==> src/rtl/beep_sequencer.sv <==
// Plays fixed 8-step tone patterns on a buzzer. The patterns are selected by
// five debounced, active-low front-panel keys.
// Ports:
//   clk   system clock
//   rst   synchronous active-high reset
//   key   raw active-low keys; key[3:0] start pattern 0..3, key[4] stops playback
//   beep  buzzer drive (registered)
//   led   led[3:0] one-hot active pattern, led[4] busy (registered)
module beep_sequencer #(
   parameter int unsigned DEBOUNCE_CYCLES = 1_000_000,
   parameter int unsigned UNIT_CYCLES     = 5_000_000,
   parameter int unsigned GAP_CYCLES      = 500_000,
   parameter int unsigned TONE_SHIFT      = 0
) (
   input  logic       clk,
   input  logic       rst,
   input  logic [4:0] key,
   output logic       beep,
   output logic [4:0] led
);

   localparam int unsigned DB_W    = $clog2(DEBOUNCE_CYCLES + 1);
   localparam int unsigned DUR_MIN = $clog2(4 * UNIT_CYCLES);
   localparam int unsigned DUR_W   = (DUR_MIN < 25) ? 25 : DUR_MIN;
   localparam int unsigned GAP_W   = $clog2(GAP_CYCLES + 1);

   typedef enum logic [1:0] {IDLE, NOTE, GAP} state_t;

   // Key synchroniser, debouncer and press-pulse generator
   logic [4:0]      sync1, sync2, deb, press;
   logic [DB_W-1:0] db_cnt [5];

   always_ff @(posedge clk) begin
      if (rst) begin
         sync1 <= '1;
         sync2 <= '1;
         deb   <= '1;
         press <= '0;
         for (int i = 0; i < 5; i++) db_cnt[i] <= '0;
      end else begin
         sync1 <= key;
         sync2 <= sync1;
         for (int i = 0; i < 5; i++) begin
            press[i] <= 1'b0;
            if (sync2[i] == deb[i]) begin
               db_cnt[i] <= '0;
            end else if (db_cnt[i] == DB_W'(DEBOUNCE_CYCLES - 1)) begin
               db_cnt[i] <= '0;
               deb[i]    <= sync2[i];
               press[i]  <= ~sync2[i];
            end else begin
               db_cnt[i] <= db_cnt[i] + DB_W'(1);
            end
         end
      end
   end

   // Pattern ROM: returns {tone[2:0], dur[1:0]}
   function automatic logic [4:0] step_rom(input logic [1:0] p, input logic [2:0] s);
      logic [2:0] t;
      logic [1:0] d;
      case (p)
         2'd0: begin t = (s == 3'd7) ? 3'd0 : s + 3'd1; d = 2'd0; end
         2'd1: begin t = s[0] ? 3'd0 : 3'd5;           d = 2'd1; end
         2'd2: begin t = s[1] ? 3'd0 : 3'd7;           d = 2'd0; end
         default: begin t = s[0] ? 3'd0 : 3'd1;        d = 2'd3; end
      endcase
      return {t, d};
   endfunction

   // Tone table: half-period in cycles; tone 0 is a rest
   function automatic logic [15:0] half_period(input logic [2:0] t);
      case (t)
         3'd1:    return 16'(32'd47778 >> TONE_SHIFT);
         3'd2:    return 16'(32'd42566 >> TONE_SHIFT);
         3'd3:    return 16'(32'd37922 >> TONE_SHIFT);
         3'd4:    return 16'(32'd35793 >> TONE_SHIFT);
         3'd5:    return 16'(32'd31888 >> TONE_SHIFT);
         3'd6:    return 16'(32'd28409 >> TONE_SHIFT);
         3'd7:    return 16'(32'd25310 >> TONE_SHIFT);
         default: return 16'd0;
      endcase
   endfunction

   state_t           state, state_n;
   logic [1:0]       pat, pat_n;
   logic [2:0]       step, step_n;
   logic [DUR_W-1:0] dur_cnt, dur_n, dur_end;
   logic [15:0]      tone_cnt, tone_n, half;
   logic [GAP_W-1:0] gap_cnt, gap_n;
   logic             beep_n;
   logic [4:0]       led_n;
   logic [4:0]       cur;
   logic [1:0]       start_pat;

   assign cur     = step_rom(pat, step);
   assign half    = half_period(cur[4:2]);
   assign dur_end = DUR_W'((32'(cur[1:0]) + 32'd1) * UNIT_CYCLES - 32'd1);

   // Lowest-index start key wins
   always_comb begin
      start_pat = 2'd3;
      if      (press[0]) start_pat = 2'd0;
      else if (press[1]) start_pat = 2'd1;
      else if (press[2]) start_pat = 2'd2;
   end

   // State register and all outputs
   always_ff @(posedge clk) begin
      if (rst) begin
         state    <= IDLE;
         pat      <= 2'd0;
         step     <= 3'd0;
         dur_cnt  <= '0;
         tone_cnt <= '0;
         gap_cnt  <= '0;
         beep     <= 1'b0;
         led      <= '0;
      end else begin
         state    <= state_n;
         pat      <= pat_n;
         step     <= step_n;
         dur_cnt  <= dur_n;
         tone_cnt <= tone_n;
         gap_cnt  <= gap_n;
         beep     <= beep_n;
         led      <= led_n;
      end
   end

   // Next-state and output logic; stop beats start, start beats sequencing
   always_comb begin
      state_n = state;
      pat_n   = pat;
      step_n  = step;
      dur_n   = dur_cnt;
      tone_n  = tone_cnt;
      gap_n   = gap_cnt;
      beep_n  = beep;
      if (press[4]) begin
         state_n = IDLE;
         step_n  = 3'd0;
         dur_n   = '0;
         tone_n  = '0;
         gap_n   = '0;
         beep_n  = 1'b0;
      end else if (|press[3:0]) begin
         state_n = NOTE;
         pat_n   = start_pat;
         step_n  = 3'd0;
         dur_n   = '0;
         tone_n  = '0;
         gap_n   = '0;
         beep_n  = 1'b0;
      end else begin
         case (state)
            IDLE: beep_n = 1'b0;
            NOTE: begin
               dur_n = dur_cnt + DUR_W'(1);
               if (cur[4:2] != 3'd0) begin
                  if (tone_cnt == half - 16'd1) begin
                     tone_n = '0;
                     beep_n = ~beep;
                  end else begin
                     tone_n = tone_cnt + 16'd1;
                  end
               end else begin
                  beep_n = 1'b0;
               end
               if (dur_cnt == dur_end) begin
                  state_n = GAP;
                  beep_n  = 1'b0;
                  tone_n  = '0;
                  dur_n   = '0;
               end
            end
            GAP: begin
               beep_n = 1'b0;
               if (gap_cnt == GAP_W'(GAP_CYCLES - 1)) begin
                  gap_n = '0;
                  if (step == 3'd7) begin
                     state_n = IDLE;
                  end else begin
                     step_n  = step + 3'd1;
                     state_n = NOTE;
                  end
               end else begin
                  gap_n = gap_cnt + GAP_W'(1);
               end
            end
            default: state_n = IDLE;
         endcase
      end
      led_n = (state_n == IDLE) ? 5'b0 : {1'b1, 4'b0001 << pat_n};
   end

endmodule

==> config.mk <==
export PLATFORM = sky130hd
export DESIGN_NAME = beep_sequencer
export DESIGN_NICKNAME = d
export VERILOG_FILES = /design/src/rtl/beep_sequencer.sv
export SDC_FILE = /design/constraint.sdc
export NUM_CORES = 1
export LEC_CHECK = 0
export CAP_MARGIN = 15
export CORE_ASPECT_RATIO = 0.7
export CORE_UTILIZATION = 63
export CTS_CLUSTER_DIAMETER = 100
export CTS_CLUSTER_SIZE = 28
export DETAILED_ROUTE_END_ITERATION = 16
export MAX_ROUTING_LAYER = met4
export PLACE_DENSITY = 0.83
export SETUP_SLACK_MARGIN = 0.15
export SLEW_MARGIN = 0
export SYNTH_ARGS = -nofsm -noshare
export SYNTH_HDL_FRONTEND = slang
export SYNTH_SLANG_ARGS = --single-unit
==> constraint.sdc <==
create_clock -name clk -period 3.98 [get_ports clk]
set_input_delay 0.796 -clock clk [delete_from_list [all_inputs] [get_ports clk]]
set_output_delay 0.796 -clock clk [all_outputs]
set_load 0.05 [all_outputs]
Yosys cells after proc, flatten, opt, wreduce, memory -nomap -nowiden
Memories as Yosys holds them, arrays and structs flattened.
Index checks and enable logic that the tools add are counted.
- memories: 1
- memory bits (writable): 100
- bits in latches: 0
- input port bits: 7
- output and inout bits: 6
- logic and storage cells: 218
- memory bits (read-only): 0
- register bits after elaboration: 93
- divide/modulo/power cells: 0
- reduce and logical (&&, ||, !) cells: 24
- $mul: 1
- $add $sub $neg: 12
- $lt $le $gt $ge: 0
- bitwise logic cells: 32
- equal/unequal tests: 26
- multiplexer cells: 100
- shifts and indexed selects: 1
- memory list (name ; words ; bits a word ; rd ports ; clocked after Yosys merged registers in ; wr ports ; line ; source):
    db_cnt ; 5 ; 20 ; 5 ; 0 ; 5 ; 31 ; logic [DB_W-1:0] db_cnt [5];
- operators by type and width (operator ; number):
    $mux 20 ; 15
    $pmux 16 s7 ; 1
    $add 20x1->20 const B ; 5
    $eq 20x20->1 const B ; 5
    $mux 1 ; 63
    $mux 16 ; 3
    $add 25x1->25 const B ; 1
    $eq 25x25->1 ; 1
    $mux 25 ; 1
    $sub 25x1->25 const B ; 1
    $add 19x1->19 const B ; 1
    $eq 19x19->1 const B ; 1
    $mul 3x17->19 const B ; 1
    $mux 19 ; 1
    $not 1->1 ; 17
    $add 16x1->16 const B ; 1
    $eq 16x16->1 ; 1
    $mux 2 ; 8
    $sub 16x1->16 const B ; 1
    $eq 3x3->1 const B ; 5
    $or 1x1->1 ; 15
    $reduce_or 3->1 ; 5
    $reduce_and 2->1 ; 7
    $mux 3 ; 3
    other kinds (21) ; 33

Longest topological paths before layout
- depth after elaboration: 13
- mapped depth: 17
- depth with buffers taken out: 15

Least setup slack after synthesis
OpenSTA, ideal clock, no wires.
- path type: reg2reg
- start: reg step[0]
- end: reg tone_cnt[10]
- library setup time: 116 ps
- clock period less this slack: 3534 ps
- cell stages (with the launch flop): 17
- buffers on the path: 3
- data required time: 3864 ps
- path slack: 446 ps
- arrival: 3419 ps
- cells stage by stage: dfxtp_1 -> ha_1 -> ha_1 -> buf_6 -> or3b_1 -> buf_2 -> a21oi_2 -> a21oi_1 -> ha_1 -> o21a_1 -> a21o_1 -> a211o_1 -> a2111oi_4 -> nand3_1 -> buf_2 -> a31oi_1 -> nand2_1
- word-level cells in the longest chain between the ends: 10
- elaborated cells between the ends (all ways): 22
- classes of those cells: add/sub: 2; eq/ne: 9; mux: 8; reduce/logical: 3
- RTL lines (element ; line ; source):
    from (decl) ; 87 ; logic [2:0] step, step_n;
    from (signal assigned) ; 122 ; step <= step_n;
    $add 3x1->3 / $eq 3x3->1 (equally long branches) ; 63 ; 2'd0: begin t = (s == 3'd7) ? 3'd0 : s + 3'd1; d = 2'd0; end
    $mux 3 ; 63 ;
    $pmux 3 s3 (*) ; 62 ; case (p)
    $eq 3x3->1, or another cell as far along ; 73 ; case (t)
    $pmux 16 s7 ; 73 ;
    $sub 16x1->16 ; 161 ; if (tone_cnt == half - 16'd1) begin
    $eq 16x16->1 ; 161 ;
    $mux 16 ; 161 ;
    $mux 16 ; 160 ; if (cur[4:2] != 3'd0) begin
    $mux 16 ; 170 ; if (dur_cnt == dur_end) begin
    to (signal assigned) ; 124 ; tone_cnt <= tone_n;
    to (decl) ; 89 ; logic [15:0] tone_cnt, tone_n, half;
Mark *: on every way between the ends. The rest lies on a longest branch, timed or not. The select of a mux whose other input is x is not followed.
A chain may end at the register's enable or synchronous reset.

Worst setup path after layout
- start: reg step[1]
- end: reg tone_cnt[1]
The elaborated chain is that of the path after synthesis.

==> impl_metrics.csv <==
group,metric,value,unit
status,status,"finished, final reports clean",
drt,drc,0,
worst_setup_path,critPathRequiredTime,4.32,ns
synth,synth_edf_count,100,
synth,yosysSeqAreaShare,47.9,%
synth,ys_ff_latch,193,
synth,synth_cell_types,71,
clocking,cts_made_buffers,17,
worst_setup_path,start_kind,"register",
clocking,cts_tree,"done",
sta,hold_violations,0,
power_and_ir_drop,max-vdd-ir-drop,0.000295,V
worst_setup_path,path_class,"register to register",
synth,syn-cell-area,10200,um^2
place,post-dp-hpwl,14300,um
layout,drive_above_1_share,5.85,%
clocking,clock_latency,0.45,ns
clocking,cts-resized-gates,0,
sta,post-route-min-period,3.64,ns
synth,ys.flop_type,"edfxtp_1",
clocking,cts_buffer_depth,2,
worst_setup_path,worstPathArrival,3.98,ns
synth,syn-instance-count,1096,
sta,fin_skew,0.0136,ns
clocking,cts-root-buf,"clkbuf_16",
layout,diodes,0,
global_routing,gr-total-overflow,0,
clocking,clock_sinks,193,
drt,via_per_inst,5.58,
worst_setup_path,cp_num_buf_inv,1,
drt,drtPass1Iterations,5,
worst_setup_path,slowest_stage,"or4_4",
place,portBuffers,12,
sta,finalCritPeriodShare,91.3,%
global_routing,antenna_found_initial,0,
sta,fin_tns_setup,0,ns
worst_setup_path,slowest_delay,0.57,ns
hold_path,hold_path_class,"register to register",
layout,syn_to_final_growth,12.3,%
power_and_ir_drop,powerDensity,347,nW/um^2
synth,avgSynthCellArea,9.27,um^2
global_routing,grt_pass1_vias,7353,
worst_setup_path,path_max_fanout,12,
synth,ys_warn_count,0,
layout,postLayoutCoreUtil,72.9,%
global_routing,track_usage,26.6,%
sta,rsz0062_at_grt,"false",
sta,drv_slew,0,
worst_setup_path,critical_path.most_common_cell,"ha_1",
global_routing,grt_first_pass_wirelength,34400,um
clocking,cts_hold_buf,0,
drt,routed_wl,20300,um
floorplan,row_count,38,
sta,maxSlewHeadroom,51.1,%
run,max_cap_viol_count,0,
floorplan,start_util,64.9,%
worst_setup_path,crit_family,"compound AO/OA/AOI/OAI gates",
power_and_ir_drop,p_leak,4.08,nW
synth,async_flop_share,0,%
floorplan,die-area,16600,um^2
drt,drtIter0Drc,598,
drt,dr_total_vias,7890,
sta,setup_viol,0,
drt,wl_per_cell,14.4,um
floorplan,coreArea,15600,um^2
floorplan,fp.dieW,154,um
global_routing,grt_max_degree,29,
layout,fin_nets,1218,
place,pre_cts_slack,0.366,ns
sta,max_clock_freq,275,MHz
clocking,clkTransAtPathRegs,0.07,ns
floorplan,die_h,108,um
sta,worstMarginPinSlew,0.732,ns
clocking,cts-htree-levels,4,
worst_setup_path,end_kind,"register",
place,gp_congestion,0.964,
drt,ant_nets,0,
floorplan,io_pins,13,
sta,finalWorstSetupSlack,0.345,ns
worst_setup_path,path_cells,"ha_1 > ha_1 > or4_4 > a21oi_2 > a21oi_1 > ha_1 > o21a_1 > a21o_1 > a211o_1 > a2111oi_4 > nand3_1 > buf_4 > a32oi_1 > nor2_1",
clocking,post_cts_buffers,0,
## worst register-to-register path, delay by kind of cell, from the launching register on
kind | cells | cell delay, ns
compound gates | 7 | 1.50
fa+ha+maj | 3 | 0.73
buf+inv | 1 | 0.21
flops | 1 | 0.35
simple gates | 3 | 0.73
## state kept, by name, summed over array words and instances (netlist names)
signal / flops
gap_cnt: 19
tone_cnt: 16
beep: 1
deb: 5
sync2: 5
pat: 2
state: 2
db_cnt: 100
dur_cnt: 25
led: 5
step: 3
sync1: 5
press: 5
## final cells by class
type                    instances  area, um^2
inverters                      20        75.1
fillers                      1143        4240
flip-flops and latches        193        4860
repair buffers                 23         203
clock inverters                13         116
multi-input cells             945        5440
well taps                     200         250
clock buffers                  19         453
## layout by cell type (no fill, tap or decap), types with 4 or more instances in the layout
cell type and n:
and2_1 6, or3_1 17, clkbuf_16 17, nor2b_1 7, nand3_1 66, a21oi_1 24, a211oi_1 4, nor4bb_1 6
and3_1 45, nand4_1 30, o22ai_1 4, inv_1 20, o211ai_1 6, nor3_1 19, nor2_1 196, clkinvlp_4 4
ha_1 11, conb_1 100, nor4_1 14, edfxtp_1 100, nand2_1 104, nand2b_1 11, or2_2 15, a31oi_1 8
a211o_1 6, o21a_1 4, xor2_1 78, a21o_1 5, xnor2_1 56, buf_4 11, clkdlybuf4s50_1 12, o21ai_0 26
nor4b_1 14, dfxtp_1 93, mux2i_1 4
## cell families (layout without fill, tap and decap cells)
kind of cell	count (synthesis)	count (layout)	share of synthesized area, %
multiplexers	7	7	0.727
adder cells (fa/ha/maj)	11	11	1.36
flip-flops	193	193	47.9
AO/OA/AOI/OAI	122	122	8.22
other	1	100	0.0369
AND/OR/NAND/NOR	571	571	27.9
XOR/XNOR	134	134	11.6
buffers and inverters	57	75	2.29
## worst paths after layout
path                            slack, ns  cells past startpoint           to     start
worst min register to register       0.41                      1     sync2[0]  sync1[0]
worst min-delay path                 0.41                      1     sync2[0]  sync1[0]
worst max-delay path                 0.34                     14  tone_cnt[1]   step[1]
worst max register to register       0.34                     14  tone_cnt[1]   step[1]
## per-layer routing
metal / GRT usage [%] / part of all wire [%] / vias to the layer above
li1: - / - / 4013
met1: 36.3 / 50 / 3679
met2: 39.7 / 44 / 171
met3: 5.09 / 4.2 / 27
met4: 9.79 / 1.7 / 0
met5: - / 0 / -
## where the power goes
part / leakage, nW / switching, mW / internal [mW]
Sequential: 1.78 / 0.0485 / 2.14
Combinational: 2.02 / 0.0677 / 0.0431
Clock: 0.271 / 0.807 / 0.853
## synthesized netlist by cell type (all sizes together) (4+ instances only)
library cell	number	area (um^2)
nor4	15	100
a211oi	4	30.0
nor2	196	736
a211o	6	52.6
ha	11	138
or4	4	33.8
o211ai	6	45.0
nor4bb	6	60.1
nand2b	11	68.8
or3	17	106
nand3	66	330
or2	15	93.8
xnor2	56	490
inv	20	75.1
nand2	104	390
a21o	5	37.5
nor4b	14	123
and2	6	37.5
o21a	4	30.0
edfxtp	100	3000
a31oi	8	50.1
nor2b	7	43.8
and3	45	282
o22ai	4	25.0
nor3	21	110
mux2i	4	40.0
o21ai	27	135
dfxtp	93	1860
clkbuf	27	101
buf	10	56.3
xor2	78	683
a21oi	27	143
nand4	31	200
## metrics by stage
step | hold slack (ns) | area, um^2 | cells | power [mW]
floorplan | 0.389 | 10500 | 1195 | 2.30
finish | 0.412 | 11400 | 1413 | 3.96
global route | 0.425 | 11400 | 1413 | 4.08
detailed placement | 0.394 | 10800 | 1380 | 2.34
global placement | 0.391 | 10800 | 1380 | 2.33
CTS | 0.411 | 11400 | 1412 | 3.97
(Power assumes the default switching activity.)
